## config.mk

```make
export PLATFORM = sky130hd
export DESIGN_NAME = ringosc_freq_meter
export DESIGN_NICKNAME = d
export VERILOG_FILES = /design/src/rtl/ringosc_pkg.sv /design/src/rtl/ringosc_edge_sync.sv /design/src/rtl/ringosc_freq_meter.sv
export SDC_FILE = /design/constraint.sdc
export NUM_CORES = 1
export LEC_CHECK = 0
export ABC_CLOCK_PERIOD_IN_PS = 2600
export BUFFER_PORTS_ARGS = -buffer_cell sky130_fd_sc_hd__buf_2
export CORE_MARGIN = 4
export CORE_UTILIZATION = 35
export CTS_CLUSTER_DIAMETER = 60
export CTS_CLUSTER_SIZE = 24
export DETAILED_ROUTE_END_ITERATION = 7
export SYNTH_ARGS = -nofsm -noshare
export SYNTH_HDL_FRONTEND = slang
export SYNTH_SLANG_ARGS = --single-unit
```

## constraint.sdc

```tcl
create_clock -name clk -period 2.6 [get_ports clk]
set_input_delay 0.13 -clock clk [delete_from_list [all_inputs] [get_ports clk]]
set_output_delay 0.13 -clock clk [all_outputs]
set_load 0.01 [all_outputs]
```

## src/rtl/ringosc_pkg.sv

```systemverilog
// Shared types and constants for the ring-oscillator frequency meter.
package ringosc_pkg;

  typedef enum logic [1:0] {
    IDLE    = 2'd0,
    MEASURE = 2'd1,
    DONE    = 2'd2
  } state_t;

  localparam int WIN_BASE_LOG2 = 4;
  localparam int WIN_W         = 20;

  typedef logic [WIN_W-1:0] win_t;

  // Window length in clk cycles: 2^(sel + WIN_BASE_LOG2), 16 .. 524288.
  function automatic win_t win_cycles(input logic [3:0] sel);
    return win_t'(1) << (32'(sel) + WIN_BASE_LOG2);
  endfunction

endpackage

```

## src/rtl/ringosc_edge_sync.sv

```systemverilog
// Two-flop synchronizer plus registered rising-edge detector for an
// input that is asynchronous to clk.
module ringosc_edge_sync
  import ringosc_pkg::*;
(
  input  logic clk,
  input  logic rst,
  input  logic async_in,
  output logic edge_pulse
);

  logic r_meta;
  logic r_sync;
  logic r_prev;
  logic r_pulse;

  always_ff @(posedge clk) begin
    if (rst) begin
      r_meta  <= 1'b0;
      r_sync  <= 1'b0;
      r_prev  <= 1'b0;
      r_pulse <= 1'b0;
    end else begin
      r_meta  <= async_in;
      r_sync  <= r_meta;
      r_prev  <= r_sync;
      r_pulse <= r_sync & ~r_prev;
    end
  end

  assign edge_pulse = r_pulse;

endmodule

```

## src/rtl/ringosc_freq_meter.sv

```systemverilog
// Counts ring-oscillator rising edges over a 2^(win_sel+4)-cycle window.
// Define RINGOSC_FREQ_METER_CONT_EN for back-to-back continuous windows.
module ringosc_freq_meter
  import ringosc_pkg::*;
#(
  parameter int CNT_W = 16
) (
  input  logic             clk,
  input  logic             rst,
  input  logic             osc_in,
  input  logic             start,
  input  logic [3:0]       win_sel,
  input  logic [1:0]       byte_sel,
  output logic             busy,
  output logic             done,
  output logic [CNT_W-1:0] result,
  output logic             overflow,
  output logic [7:0]       byte_out
);

  localparam logic [CNT_W-1:0] CNT_MAX = '1;

  state_t           r_state;
  win_t             r_win;
  logic [CNT_W-1:0] r_cnt;
  logic             r_flag;
  logic [CNT_W-1:0] r_result;
  logic             r_ovf;
  logic             r_done;
  logic             r_busy;
`ifdef RINGOSC_FREQ_METER_CONT_EN
  logic [3:0]       r_wsel;
`endif

  logic             w_edge;
  logic             w_at_max;
  logic [CNT_W-1:0] w_cnt_next;
  logic             w_flag_next;
  logic [31:0]      w_ext;

  ringosc_edge_sync u_sync (
    .clk        (clk),
    .rst        (rst),
    .async_in   (osc_in),
    .edge_pulse (w_edge)
  );

  // Saturating edge count; an edge seen at full scale latches the flag.
  assign w_at_max    = (r_cnt == CNT_MAX);
  assign w_cnt_next  = (w_edge && !w_at_max) ? r_cnt + 1'b1 : r_cnt;
  assign w_flag_next = r_flag | (w_edge & w_at_max);

  always_ff @(posedge clk) begin
    if (rst) begin
      r_state  <= IDLE;
      r_win    <= '0;
      r_cnt    <= '0;
      r_flag   <= 1'b0;
      r_result <= '0;
      r_ovf    <= 1'b0;
      r_done   <= 1'b0;
      r_busy   <= 1'b0;
`ifdef RINGOSC_FREQ_METER_CONT_EN
      r_wsel   <= '0;
`endif
    end else begin
      r_done <= 1'b0;
      case (r_state)
        IDLE: begin
          if (start) begin
            r_state <= MEASURE;
            r_busy  <= 1'b1;
            r_win   <= win_cycles(win_sel);
            r_cnt   <= '0;
            r_flag  <= 1'b0;
`ifdef RINGOSC_FREQ_METER_CONT_EN
            r_wsel  <= win_sel;
`endif
          end
        end
        MEASURE: begin
          r_cnt  <= w_cnt_next;
          r_flag <= w_flag_next;
          if (r_win == win_t'(1)) begin
            r_state  <= DONE;
            r_busy   <= 1'b0;
            r_done   <= 1'b1;
            r_result <= w_cnt_next;
            r_ovf    <= w_flag_next;
          end else begin
            r_win <= r_win - win_t'(1);
          end
        end
        DONE: begin
`ifdef RINGOSC_FREQ_METER_CONT_EN
          r_state <= MEASURE;
          r_busy  <= 1'b1;
          r_win   <= win_cycles(r_wsel);
          r_cnt   <= '0;
          r_flag  <= 1'b0;
`else
          r_state <= IDLE;
`endif
        end
        default: begin
          r_state <= IDLE;
          r_busy  <= 1'b0;
        end
      endcase
    end
  end

  assign busy     = r_busy;
  assign done     = r_done;
  assign result   = r_result;
  assign overflow = r_ovf;

  // Only four bytes are addressable, so a 32-bit zero-extended view suffices.
  assign w_ext = 32'(r_result);

  always_comb begin
    byte_out = 8'd0;
    case (byte_sel)
      2'd0:    byte_out = w_ext[7:0];
      2'd1:    byte_out = w_ext[15:8];
      2'd2:    byte_out = w_ext[23:16];
      default: byte_out = w_ext[31:24];
    endcase
  end

endmodule
```

=== After elaboration in Yosys (flattened, before gate mapping) ===
Cells that the tools add are included.

* Input bits: 10
* Flip-flop bits (word level): 62
* Word-level logic and storage cells: 57

* Equal/unequal tests: 8
* Bitwise operators: 6
* Shifts and indexed selects: 1
* Reduce and logical (&&, ||, !) cells: 11
* Add/subtract/negate cells: 3
* Muxes and demuxes: 16

{| class="wikitable"
|+ Operator list
! operator !! number
|-
| $mux W20 || 2
|-
| $pmux W20 S2 || 1
|-
| $mux W16 || 2
|-
| $pmux W16 S2 || 1
|-
| $eq A20 B1 Y1 const B || 1
|-
| $shl A1 B5 Y20 const A || 1
|-
| $sub A20 B1 Y20 const B || 1
|-
| $add A16 B1 Y16 const B || 1
|-
| $eq A16 B16 Y1 const B || 1
|-
| $pmux W8 S2 || 1
|-
| $ne A2 B2 Y1 const B || 3
|-
| $reduce_and A2 Y1 || 3
|-
| $reduce_and A3 Y1 || 2
|-
| $add A4 B3 Y5 const B || 1
|-
| $eq A2 B1 Y1 const B || 2
|-
| $logic_not A2 Y1 || 2
|-
| $mux W1 || 4
|-
| $mux W2 || 2
|-
| $pmux W2 S2 || 1
|-
| $not A1 Y1 || 3
|-
| $pmux W1 S3 || 1
|-
| $and A1 B1 Y1 || 2
|-
| $eq A2 B2 Y1 const B || 1
|-
| $pmux W1 S2 || 1
|-
| other kinds (5) || 5
|}

=== Depth between registers and ports, before layout ===
Gate-level depths: netlist (run 1).

* Depth in word-level cells: 5
* Mapped depth: 8

=== Cells and area by module ===
A second synthesis (run 1) with hierarchy kept.

* Cell total of the unflattened synthesis: 440
* Area total of the unflattened synthesis: 3560.9 µm²

{| class="wikitable"
|+ Modules (own cells, without submodules)
! module !! times used !! seq. area each (µm²) !! cells an instance !! area each (µm²)
|-
| ringosc_freq_meter || 1 || 1161.1 || 432 || 3449.6
|-
| ringosc_edge_sync || 1 || 80.1 || 8 || 111.4
|}

=== Least setup slack after synthesis (run 1) ===
No wires, ideal clock.

* Path kind: register to register
* From: register r_win[1]
* To: register r_result[5], in the netlist result[5]
* Path slack: 0.487 ns
* Arrival: 2.025 ns
* Data required time: 2.512 ns
* Cell stages (with the launch flop): 9
* Setup time: 0.088 ns
* Cell sequence: dfxtp_1 -> inv_1 -> ha_1 -> or4b_1 -> or4_4 -> nor3_4 -> buf_4 -> nor2_1 -> a311oi_2

* Longest elaborated chain between the ends: 2

{| class="wikitable"
|+ Ends and longest elaborated chain
! item !! RTL line !! source
|-
| start: declaration || ringosc_freq_meter.sv:24 || <nowiki>win_t r_win;</nowiki>
|-
| start signal: assignment || ringosc_freq_meter.sv:73 || <nowiki>r_win <= win_cycles(win_sel);</nowiki>
|-
| start signal: assignment || ringosc_freq_meter.sv:91 || <nowiki>r_win <= r_win - win_t'(1);</nowiki>
|-
| $eq A20 B1 Y1 || ringosc_freq_meter.sv:84 || <nowiki>if (r_win == win_t'(1)) begin</nowiki>
|-
| $reduce_and A2 Y1 (no source line) || - ||
|-
| end signal: assignment || ringosc_freq_meter.sv:88 || <nowiki>r_result <= w_cnt_next;</nowiki>
|-
| end: declaration || ringosc_freq_meter.sv:27 || <nowiki>logic [CNT_W-1:0] r_result;</nowiki>
|}

Every way passes these cells.
A chain may end at the register's enable or synchronous reset.

=== Worst setup path after layout (run 1) ===
* From: register r_win[0]
* To: register r_result[9], in the netlist result[9]

Same word-level chain as after synthesis.

==> results of run 1 <==
## state kept, by name, indices dropped and copies added, names as in the netlist
| signal | cells |
|---|---|
| u_sync.r_meta | 1 |
| r_cnt | 16 |
| result | 16 |
| r_flag | 1 |
| overflow | 1 |
| u_sync.r_prev | 1 |
| r_state | 2 |
| r_win | 20 |
| u_sync.edge_pulse | 1 |
| done | 1 |
| busy | 1 |
| u_sync.r_sync | 1 |
## worst max-delay path, delay by kind of cell, from the launching register on
| kind | cells | cell delay [ns] |
|---|---|---|
| adders and majority gates | 1 | 0.17 |
| buffers and inverters | 1 | 0.21 |
| DFF | 1 | 0.41 |
| muxes | 1 | 0.20 |
| and+or+nand+nor | 4 | 1.15 |
## final timing paths
path	end
min reg2reg	u_sync.edge_pulse$_SDFF_PP0_
min	busy$_SDFFE_PP0P_
max	result[9]$_SDFFE_PP0P_
max reg2reg	result[9]$_SDFFE_PP0P_
## placed cells by master, fill, tap and decap left out, types with 7 or more instances in the layout
| cell | n |
|---|---|
| a211oi_1 | 13 |
| a21oi_1 | 30 |
| a31oi_1 | 10 |
| buf_2 | 36 |
| buf_4 | 15 |
| clkbuf_8 | 10 |
| dfxtp_1 | 62 |
| mux2i_1 | 9 |
| nand2_1 | 33 |
| nand3_1 | 17 |
| nor2_1 | 47 |
| nor3_1 | 10 |
| nor4_1 | 11 |
| o211ai_1 | 10 |
| o21ai_0 | 34 |
| o22ai_1 | 7 |
| or3_1 | 15 |
## power groups by stage
| stage | clock network (uW) | registers [uW] | logic [uW] |
|---|---|---|---|
| finish | 978 | 1070 | 733 |
| global route | 1040 | 1080 | 816 |
| CTS | 998 | 1070 | 731 |
| detailed placement | 0 | 1090 | 727 |
| global placement | 0 | 1090 | 716 |
| floorplan | 0 | 1080 | 516 |
## per-layer routing
metal | vias up | global-route usage, %
met4 | 0 | 8.31
li1 | 1708 | -
met1 | 1609 | 22.3
met3 | 20 | 3.13
met2 | 117 | 26.9
met5 | - | 0
## cells by family after synthesis
logic type	count (synthesis)	synth area share [%]
AND/OR/NAND/NOR	173	26.1
XOR/XNOR	8	2.04
multiplexers	9	2.62
adder cells (fa/ha/maj)	4	1.46
buffers and inverters	39	4.77
flip-flops	62	36.1
AO/OA/AOI/OAI	141	26.9
## through the flow
stage / total power, uW / util (%) / hold slack, ns / cells / setup slack, ns
after CTS: 2800 / 42.5 / 0.168 / 601 / 0.326
after global placement: 1810 / 40.1 / 0.345 / 584 / 0.336
after floorplan: 1600 / - / 0.258 / 436 / 0.487
final: 2780 / 42.5 / 0.170 / 601 / 0.327
after detailed placement: 1820 / 40.1 / 0.344 / 584 / 0.338
after global routing: 2940 / 42.5 / 0.220 / 601 / 0.134
## cell type report
| type | count | area [sq um] |
|---|---|---|
| fill | 954 | 5410 |
| sequential | 62 | 1240 |
| timing repair buffer | 53 | 323 |
| clock buffer | 10 | 138 |
| tap | 129 | 161 |
| multi-input combinational | 335 | 2030 |
| inverter | 6 | 22.5 |
| clock inverter | 6 | 85.1 |
==> impl_metrics.env, run 1 <==
export IMPL_min_delay_path_class="in2reg"
export IMPL_powerDensity_mw_per_mm2=695
export IMPL_wl_met2_mm=4.38
export IMPL_die_h_microns=107
export IMPL_relSlewSlack_pct=43.4
export IMPL_post_dp_cell_area_sq_mm=0.00377
export IMPL_ys_flop_type="dfxtp_1"
export IMPL_wl_per_cell_microns=15.7
export IMPL_maxUsedRoutingLayer="met4"
export IMPL_ff2ff_path_depth=7
export IMPL_slew_viol_final=0
export IMPL_crit_chain="ha_1, or4b_1, or4_4, nor3_4, buf_12, mux2i_1, nor2_1"
export IMPL_clk_latency_ns=0.36
export IMPL_yosys_warnings=0
export IMPL_clock_sinks=62
export IMPL_num_antenna_cells=0
export IMPL_grt_pass1_vias=3165
export IMPL_cts_buffers=9
export IMPL_viasPerCell=5.75
export IMPL_start_util_pct=36.5
export IMPL_r2r_slack_ns=0.33
export IMPL_nNetsFinal=481
export IMPL_final_hold_viol_count=0
export IMPL_synth_area_leaders="dfxtp_1 36%, nor2_1 5.1%, o21ai_0 5.0%"
export IMPL_cts_tree="yes"
export IMPL_min_delay_start="start"
export IMPL_synth_edf_count=0
export IMPL_leakage_uw=0.00140
export IMPL_gp_congestion=0.883
export IMPL_dp_hpwl_mm=6.46
export IMPL_cp_end_kind="register"
export IMPL_p_seq_share_pct=38.5
export IMPL_core_sq_mm=0.00942
export IMPL_synthCells=436
export IMPL_critPathArrivalTime_ns=2.49
export IMPL_drcViolationCount=0
export IMPL_outcome="completed"
export IMPL_netlist_top_cells_count="62 x dfxtp_1, 47 x nor2_1, 34 x o21ai_0"
export IMPL_cts_root_buffer="clkbuf_8"
export IMPL_period_minus_slack_ns=2.27
export IMPL_hold_path_depth=5
export IMPL_fin_tns_setup_ns=0
export IMPL_critPathMaxFanout=31
export IMPL_cts_resized=0
export IMPL_ir_drop_mv=0.283
export IMPL_grt_use_total_pct=17.0
export IMPL_die_area_sq_mm=0.0115
export IMPL_yosysTopAreaCellShare_pct=36.1
export IMPL_r2r_start="r_win[0]$_SDFFE_PP0P_"
export IMPL_first_pass_iters=7
export IMPL_path_clk_slew_ns=0.08
export IMPL_power_internal_uw=1830
export IMPL_grt_max_degree=46
export IMPL_setup_viol=0
export IMPL_ys_ff_latch=62
export IMPL_required_ns=2.82
export IMPL_worst_setup_path_start_kind="register"
export IMPL_cp_slowest_cell="or4b_1"
export IMPL_power_net_switching_uw=952
export IMPL_fin_crit_sh_pct=87.4
export IMPL_async_flop_share_pct=0
export IMPL_fin_skew_ns=0.0152
export IMPL_synth_largest_area_cell="dfxtp_1"
export IMPL_layout_drive_gt1_share_pct=16.3
export IMPL_crit_path_start="r_win[0]$_SDFFE_PP0P_"
export IMPL_wl_met3_microns=525
export IMPL_drt_initial_drc_count=139
export IMPL_vias=3454
export IMPL_grt_ovfl_total=0
export IMPL_syn_avg_cell_area_sq_um=7.88
export IMPL_clkPwrFrac_pct=35.1
export IMPL_worstMarginPinSlew_ns=0.849
export IMPL_synth_most_common_cell="dfxtp_1"
export IMPL_cap_viol_max_count=0
export IMPL_placementRows=35
export IMPL_ctsHoldBuffers=1
export IMPL_met1_length_mm=4.33
export IMPL_rsz0062_at_grt="false"
export IMPL_max_freq_mhz=440
export IMPL_netlist_area_sq_mm=0.00344
export IMPL_area_growth_pct=16.5
export IMPL_die_x_microns=107
export IMPL_grt_antenna_before_repair=0
export IMPL_synth_seq_area_share_pct=36.1
export IMPL_max_stage_delay_ns=0.45
export IMPL_clock_path_buffers=2
export IMPL_portBuffers=36
export IMPL_htree_levels=3
export IMPL_ys_types=53
export IMPL_fin_area_sq_mm=0.00400
export IMPL_syn_nets=450
export IMPL_grt_first_pass_wirelength_mm=15.8
export IMPL_post_cts_setup_buffers=0
export IMPL_wirelength_mm=9.42
export IMPL_netSwitchingFraction_pct=34.2
export IMPL_antenna_left=0
export IMPL_p_comb_share_pct=26.3
export IMPL_worstSetupPathType="reg2reg"
export IMPL_ioPinCount=37
No activity file was read; power rests on OpenSTA's default activity.
==> run 2: changes to the inputs <==
--- a/config.mk
+++ b/config.mk
@@ -5,7 +5,8 @@
 export SDC_FILE = /design/constraint.sdc
 export NUM_CORES = 1
 export LEC_CHECK = 0
-export ABC_CLOCK_PERIOD_IN_PS = 2600
+export ABC_AREA = 1
+export ABC_CLOCK_PERIOD_IN_PS = 2950
 export BUFFER_PORTS_ARGS = -buffer_cell sky130_fd_sc_hd__buf_2
 export CORE_MARGIN = 4
 export CORE_UTILIZATION = 35
==> constraint.sdc (replaced) <==
create_clock -name clk -period 2.95 [get_ports clk]
set_input_delay 0.1475 -clock clk [delete_from_list [all_inputs] [get_ports clk]]
set_output_delay 0.1475 -clock clk [all_outputs]
set_load 0.01 [all_outputs]
==> impl_metrics.env, run 2 <==
export IMPL_outcome="completed"
export IMPL_p_total_uw=2100
export IMPL_cts_tree="yes"
export IMPL_fin_tns_setup_ns=0
export IMPL_antenna_left=0
export IMPL_first_pass_iters=7
export IMPL_start_util_pct=36.1
export IMPL_final_common_cell="nand2_1"
export IMPL_syn_nets=607
export IMPL_synth_seq_area_share_pct=33.2
export IMPL_path_clk_slew_ns=0.07
export IMPL_die_h_microns=111
export IMPL_ys_flop_type="dfxtp_1"
export IMPL_gp_congestion=0.904
export IMPL_max_freq_mhz=495
export IMPL_fin_crit_sh_pct=68.5
export IMPL_vias=3791
export IMPL_ys_ff_latch=62
export IMPL_worstMarginPinSlew_ns=0.687
export IMPL_layout_drive_gt1_share_pct=14.6
export IMPL_portBuffers=36
export IMPL_rsz0062_at_grt="false"
export IMPL_grt_pass1_vias=3516
export IMPL_worst_setup_path_start_kind="register"
export IMPL_preCtsSetupSlack_ns=0.938
export IMPL_async_flop_share_pct=0
export IMPL_synth_largest_area_cell="dfxtp_1"
export IMPL_critPathArrivalTime_ns=2.26
export IMPL_fin_skew_ns=0.0128
export IMPL_cts_buffers=9
export IMPL_dp_hpwl_mm=7.47
export IMPL_synthCells=593
export IMPL_setup_viol=0
export IMPL_slew_viol_final=0
export IMPL_netlist_area_sq_mm=0.00374
export IMPL_critPathMaxFanout=25
export IMPL_drt_initial_drc_count=253
export IMPL_setup_ws_ns=0.929
export IMPL_netlist_top_cells_count="161 x nand2_1, 71 x nor2_1, 70 x inv_1"
export IMPL_clk_latency_ns=0.34
export IMPL_leakage_uw=0.00185
export IMPL_htree_levels=3
export IMPL_num_fill_cells=1091
export IMPL_num_antenna_cells=0
export IMPL_synth_most_common_cell="nand2_1"
export IMPL_grt_first_pass_wirelength_mm=17.0
export IMPL_placementRows=37
export IMPL_required_ns=3.19
export IMPL_area_growth_pct=12.4
export IMPL_viasPerCell=4.94
export IMPL_drcViolationCount=0
export IMPL_post_cts_setup_buffers=0
export IMPL_final_hold_viol_count=0
export IMPL_yosysTopAreaCellShare_pct=33.2
export IMPL_clock_sinks=62
export IMPL_grt_use_total_pct=16.3
export IMPL_cts_root_buffer="clkbuf_8"
export IMPL_yosys_warnings=0
export IMPL_ir_drop_mv=0.199
export IMPL_relSlewSlack_pct=54.1
export IMPL_clock_path_buffers=2
export IMPL_largest_register_ffs=20
export IMPL_wirelength_mm=9.90
export IMPL_min_delay_path_class="in2reg"
export IMPL_syn_avg_cell_area_sq_um=6.30
export IMPL_die_area_sq_mm=0.0124
export IMPL_grt_antenna_before_repair=0
export IMPL_nNetsFinal=640
export IMPL_die_x_microns=111
export IMPL_ff_latch_area_sq_mm=0.00124
export IMPL_powerDensity_mw_per_mm2=500
export IMPL_fin_util_pct=40.5
export IMPL_synth_edf_count=0
export IMPL_ioPinCount=37
export IMPL_core_sq_mm=0.0104
export IMPL_wl_per_cell_microns=12.9
export IMPL_period_minus_slack_ns=2.02
export IMPL_multi_input_area_sq_mm=0.00209
export IMPL_ys_types=33
export IMPL_grt_max_degree=37
export IMPL_grt_ovfl_total=0
export IMPL_cap_viol_max_count=0
export IMPL_holdWs_ns=0.189
export IMPL_synth_area_leaders="dfxtp_1 33%, nand2_1 16%, nor2_1 7.1%"
export IMPL_worstSetupPathType="reg2reg"
export IMPL_cp_end_kind="register"
export IMPL_layout_common_cells="161 x nand2_1, 71 x nor2_1, 70 x inv_1"
export IMPL_regMostFlops="r_win"
[run 2: per-layer routing]
layer,track usage [%],share of wire [%],up-vias
met3,3.75,5.7,10
met4,4.46,1.1,0
met1,23.3,49,1709
li1,-,-,1974
met2,24.8,44,98
met5,0,0,-
[run 2: critical path: stages (launching register included)]
cell,delay (ns)
dfxtp_1,0.37
ha_1,0.24
nand2_2,0.11
nor2_4,0.06
nand2_2,0.09
nor2_4,0.05
nor2_4,0.46
inv_2,0.21
nand2_1,0.10
nand2_1,0.07
o21ai_1,0.12
inv_1,0.05
[run 2: cell type report]
class / count / area share [%]
tap: 136 / 4.05
timing repair buffer: 40 / 5.06
inverter: 77 / 6.94
clock buffer: 9 / 2.95
multi-input combinational: 436 / 49.7
clock inverter: 7 / 1.76
sequential: 62 / 29.5
[run 2: metrics by stage]
step | cell area (sq um) | instances
final | 4200 | 767
after floorplan | 3740 | 593
after global routing | 4200 | 767
after detailed placement | 4000 | 750
after CTS | 4200 | 767
after global placement | 4000 | 750
[run 2: path summary, 6_finish.rpt]
| path | cells past startpoint | slack, ns | start | to |
|---|---|---|---|---|
| setup / recovery | 11 | 0.93 | r_cnt[0]$_SDFFE_PP0P_ | result[14]$_SDFFE_PP0P_ |
| hold / removal | 3 | 0.19 | start | busy$_SDFFE_PP0P_ |
| setup reg to reg | 11 | 0.93 | r_cnt[0]$_SDFFE_PP0P_ | result[14]$_SDFFE_PP0P_ |
| hold reg to reg | 1 | 0.39 | u_sync.r_prev$_SDFF_PP0_ | u_sync.edge_pulse$_SDFF_PP0_ |
[run 2: power by group]
group	leakage [uW]	switching, uW	internal (uW)
clock network	0.0000996	360	393
logic	0.00125	307	136
registers	0.000503	35.7	872
total	0.00185	702	1400
[run 2: logic make-up after synthesis]
group,Yosys count,share of synthesized area [%]
AND/OR/NAND/NOR,308,35.3
XOR/XNOR,7,1.64
buffers and inverters,95,10.9
flip-flops,62,33.2
adder cells (fa/ha/maj),4,1.34
AO/OA/AOI/OAI,117,17.6
[run 2: timing repair]
item | 4_1_cts | 5_1_grt
hold buffers | 1 | 0
resized for setup | 0 | 0
endpoints found under the hold margin | 1 | 0
==> run 3: changes to the inputs <==
--- a/config.mk
+++ b/config.mk
@@ -5,8 +5,8 @@
 export SDC_FILE = /design/constraint.sdc
 export NUM_CORES = 1
 export LEC_CHECK = 0
-export ABC_AREA = 1
-export ABC_CLOCK_PERIOD_IN_PS = 2950
+export ABC_AREA = 0
+export ABC_CLOCK_PERIOD_IN_PS = 1950
 export BUFFER_PORTS_ARGS = -buffer_cell sky130_fd_sc_hd__buf_2
 export CORE_MARGIN = 4
 export CORE_UTILIZATION = 35
==> constraint.sdc (replaced) <==
create_clock -name clk -period 1.95 [get_ports clk]
set_input_delay 0.0975 -clock clk [delete_from_list [all_inputs] [get_ports clk]]
set_output_delay 0.0975 -clock clk [all_outputs]
set_load 0.01 [all_outputs]
==> impl_metrics.env, run 3 (same netlist as run 1, synthesis figures left out) <==
export IMPL_grt_max_degree=29
export IMPL_dp_hpwl_mm=7.26
export IMPL_fin_area_sq_mm=0.00455
export IMPL_htree_levels=3
export IMPL_path_clk_slew_ns=0.08
export IMPL_min_delay_path_class="in2reg"
export IMPL_slew_viol_final=0
export IMPL_period_minus_slack_ns=2.19
export IMPL_post_dp_cell_area_sq_mm=0.00417
export IMPL_crit_path_start="r_win[1]$_SDFFE_PP0P_"
export IMPL_drt_initial_drc_count=120
export IMPL_grt_use_total_pct=17.7
export IMPL_portBuffers=36
export IMPL_required_ns=2.16
export IMPL_core_sq_mm=0.00942
export IMPL_die_h_microns=107
export IMPL_leakage_uw=0.00173
export IMPL_violations="setup timing"
export IMPL_whs_endpoint="busy$_SDFFE_PP0P_"
export IMPL_worstSetupPathType="reg2reg"
export IMPL_grt_pass1_vias=3412
export IMPL_area_growth_pct=32.4
export IMPL_relSlewSlack_pct=62.5
export IMPL_clock_path_buffers=2
export IMPL_viasPerCell=5.56
export IMPL_powerDensity_mw_per_mm2=883
export IMPL_rr_endpoint="result[1]$_SDFFE_PP0P_"
export IMPL_ir_drop_mv=0.491
export IMPL_hold_path_depth=5
export IMPL_grt_first_pass_wirelength_mm=16.6
export IMPL_cts_tree="yes"
export IMPL_rsz0062_at_grt="true"
export IMPL_antenna_left=0
export IMPL_outcome="finished with violations"
export IMPL_r2r_start="r_win[1]$_SDFFE_PP0P_"
export IMPL_holdWs_ns=0.150
export IMPL_min_delay_start="start"
export IMPL_largest_register_ffs=20
export IMPL_die_area_sq_mm=0.0115
export IMPL_layout_common_cells="66 x buf_4, 60 x dfxtp_1, 44 x nor2_1"
export IMPL_cap_viol_max_count=0
export IMPL_worst_setup_path_start_kind="register"
export IMPL_die_x_microns=107
export IMPL_final_common_cell="buf_4"
export IMPL_grt_antenna_before_repair=0
export IMPL_regMostFlops="r_win"
export IMPL_setup_ws_ns=-0.237
export IMPL_critPathMaxFanout=7
export IMPL_gp_congestion=0.897
export IMPL_drcViolationCount=0
export IMPL_wl_per_cell_microns=15.5
export IMPL_r2r_slack_ns=-0.24
export IMPL_cp_end_kind="register"
export IMPL_clock_sinks=62
export IMPL_final_hold_viol_count=0
export IMPL_max_freq_mhz=457
export IMPL_ioPinCount=37
export IMPL_worstMarginPinSlew_ns=0.563
export IMPL_fin_tns_setup_ns=-3.65
export IMPL_critPathArrivalTime_ns=2.40
export IMPL_fin_skew_ns=0.0118
export IMPL_first_pass_iters=5
export IMPL_placementRows=35
export IMPL_cts_root_buffer="clkbuf_8"
export IMPL_nNetsFinal=537
export IMPL_setup_viol=29
export IMPL_wirelength_mm=10.2
export IMPL_clk_latency_ns=0.34
export IMPL_fin_crit_sh_pct=112
export IMPL_num_antenna_cells=0
export IMPL_layout_drive_gt1_share_pct=28.2
export IMPL_grt_ovfl_total=0
export IMPL_start_util_pct=36.5
export IMPL_ff2ff_path_depth=9
export IMPL_cts_buffers=9
export IMPL_vias=3656
[run 3: through the flow]
| stage | power, uW | instances | utilization, % | setup slack [ns] |
|---|---|---|---|---|
| floorplan | 2140 | 436 | - | -0.0751 |
| global placement | 2610 | 632 | 44.3 | -0.154 |
| detailed placement | 2640 | 632 | 44.3 | -0.209 |
| CTS | 3970 | 649 | 46.9 | -0.211 |
| global route | 4260 | 657 | 48.3 | -0.336 |
| finish | 4020 | 657 | 48.3 | -0.237 |
[run 3: worst max-delay path by stage]
stage / to / slack (ns) / depth (start not counted)
final: result[1]$_SDFFE_PP0P_ / -0.24 / 9
after global routing: result[3]$_SDFFE_PP0P_ / -0.34 / 9
after CTS: result[9]$_SDFFE_PP0P_ / -0.21 / 8
after detailed placement: result[9]$_SDFFE_PP0P_ / -0.21 / 8
after global placement: result[9]$_SDFFE_PP0P_ / -0.15 / 8
after floorplan: result[5]$_SDFFE_PP0P_ / -0.08 / 8
[run 3: per-layer routing]
layer,global-route usage (%),wire (microns)
met2,29.9,4930
met3,3.25,538
met1,22.2,4500
met5,0,0
met4,7.12,206
[run 3: cell type report]
class                   instances  area, sq um
clock buffers                  11          151
clock inverters                 5         81.3
fillers                       907         4870
inverters                       6         22.5
multi-input cells             335         2100
flip-flops and latches         62         1240
well taps                     129          161
repair buffers                109          793
[run 3: where the power goes]
group	internal (uW)	switching [uW]
clock network	790	532
registers	1350	63.1
logic	562	720
[run 3: worst max-delay path, cell delays in order (launching register included)]
cell and delay [ns]:
dfxtp_2 0.32, inv_2 0.07, ha_4 0.12, or4b_4 0.45, or4_4 0.44, nor3_4 0.20
buf_6 0.15, clkbuf_16 0.14, buf_4 0.11, a311oi_1 0.07
[run 3: repair_timing]
item / CTS / global route
setup endpoints to repair: 33 / 44
buffers inserted: 0 / 6
hold endpoints to repair: 1 / 0
gates resized for setup: 1 / 13
hold buffers: 1 / 0
pin swaps: 0 / 1
gates cloned: 0 / 2
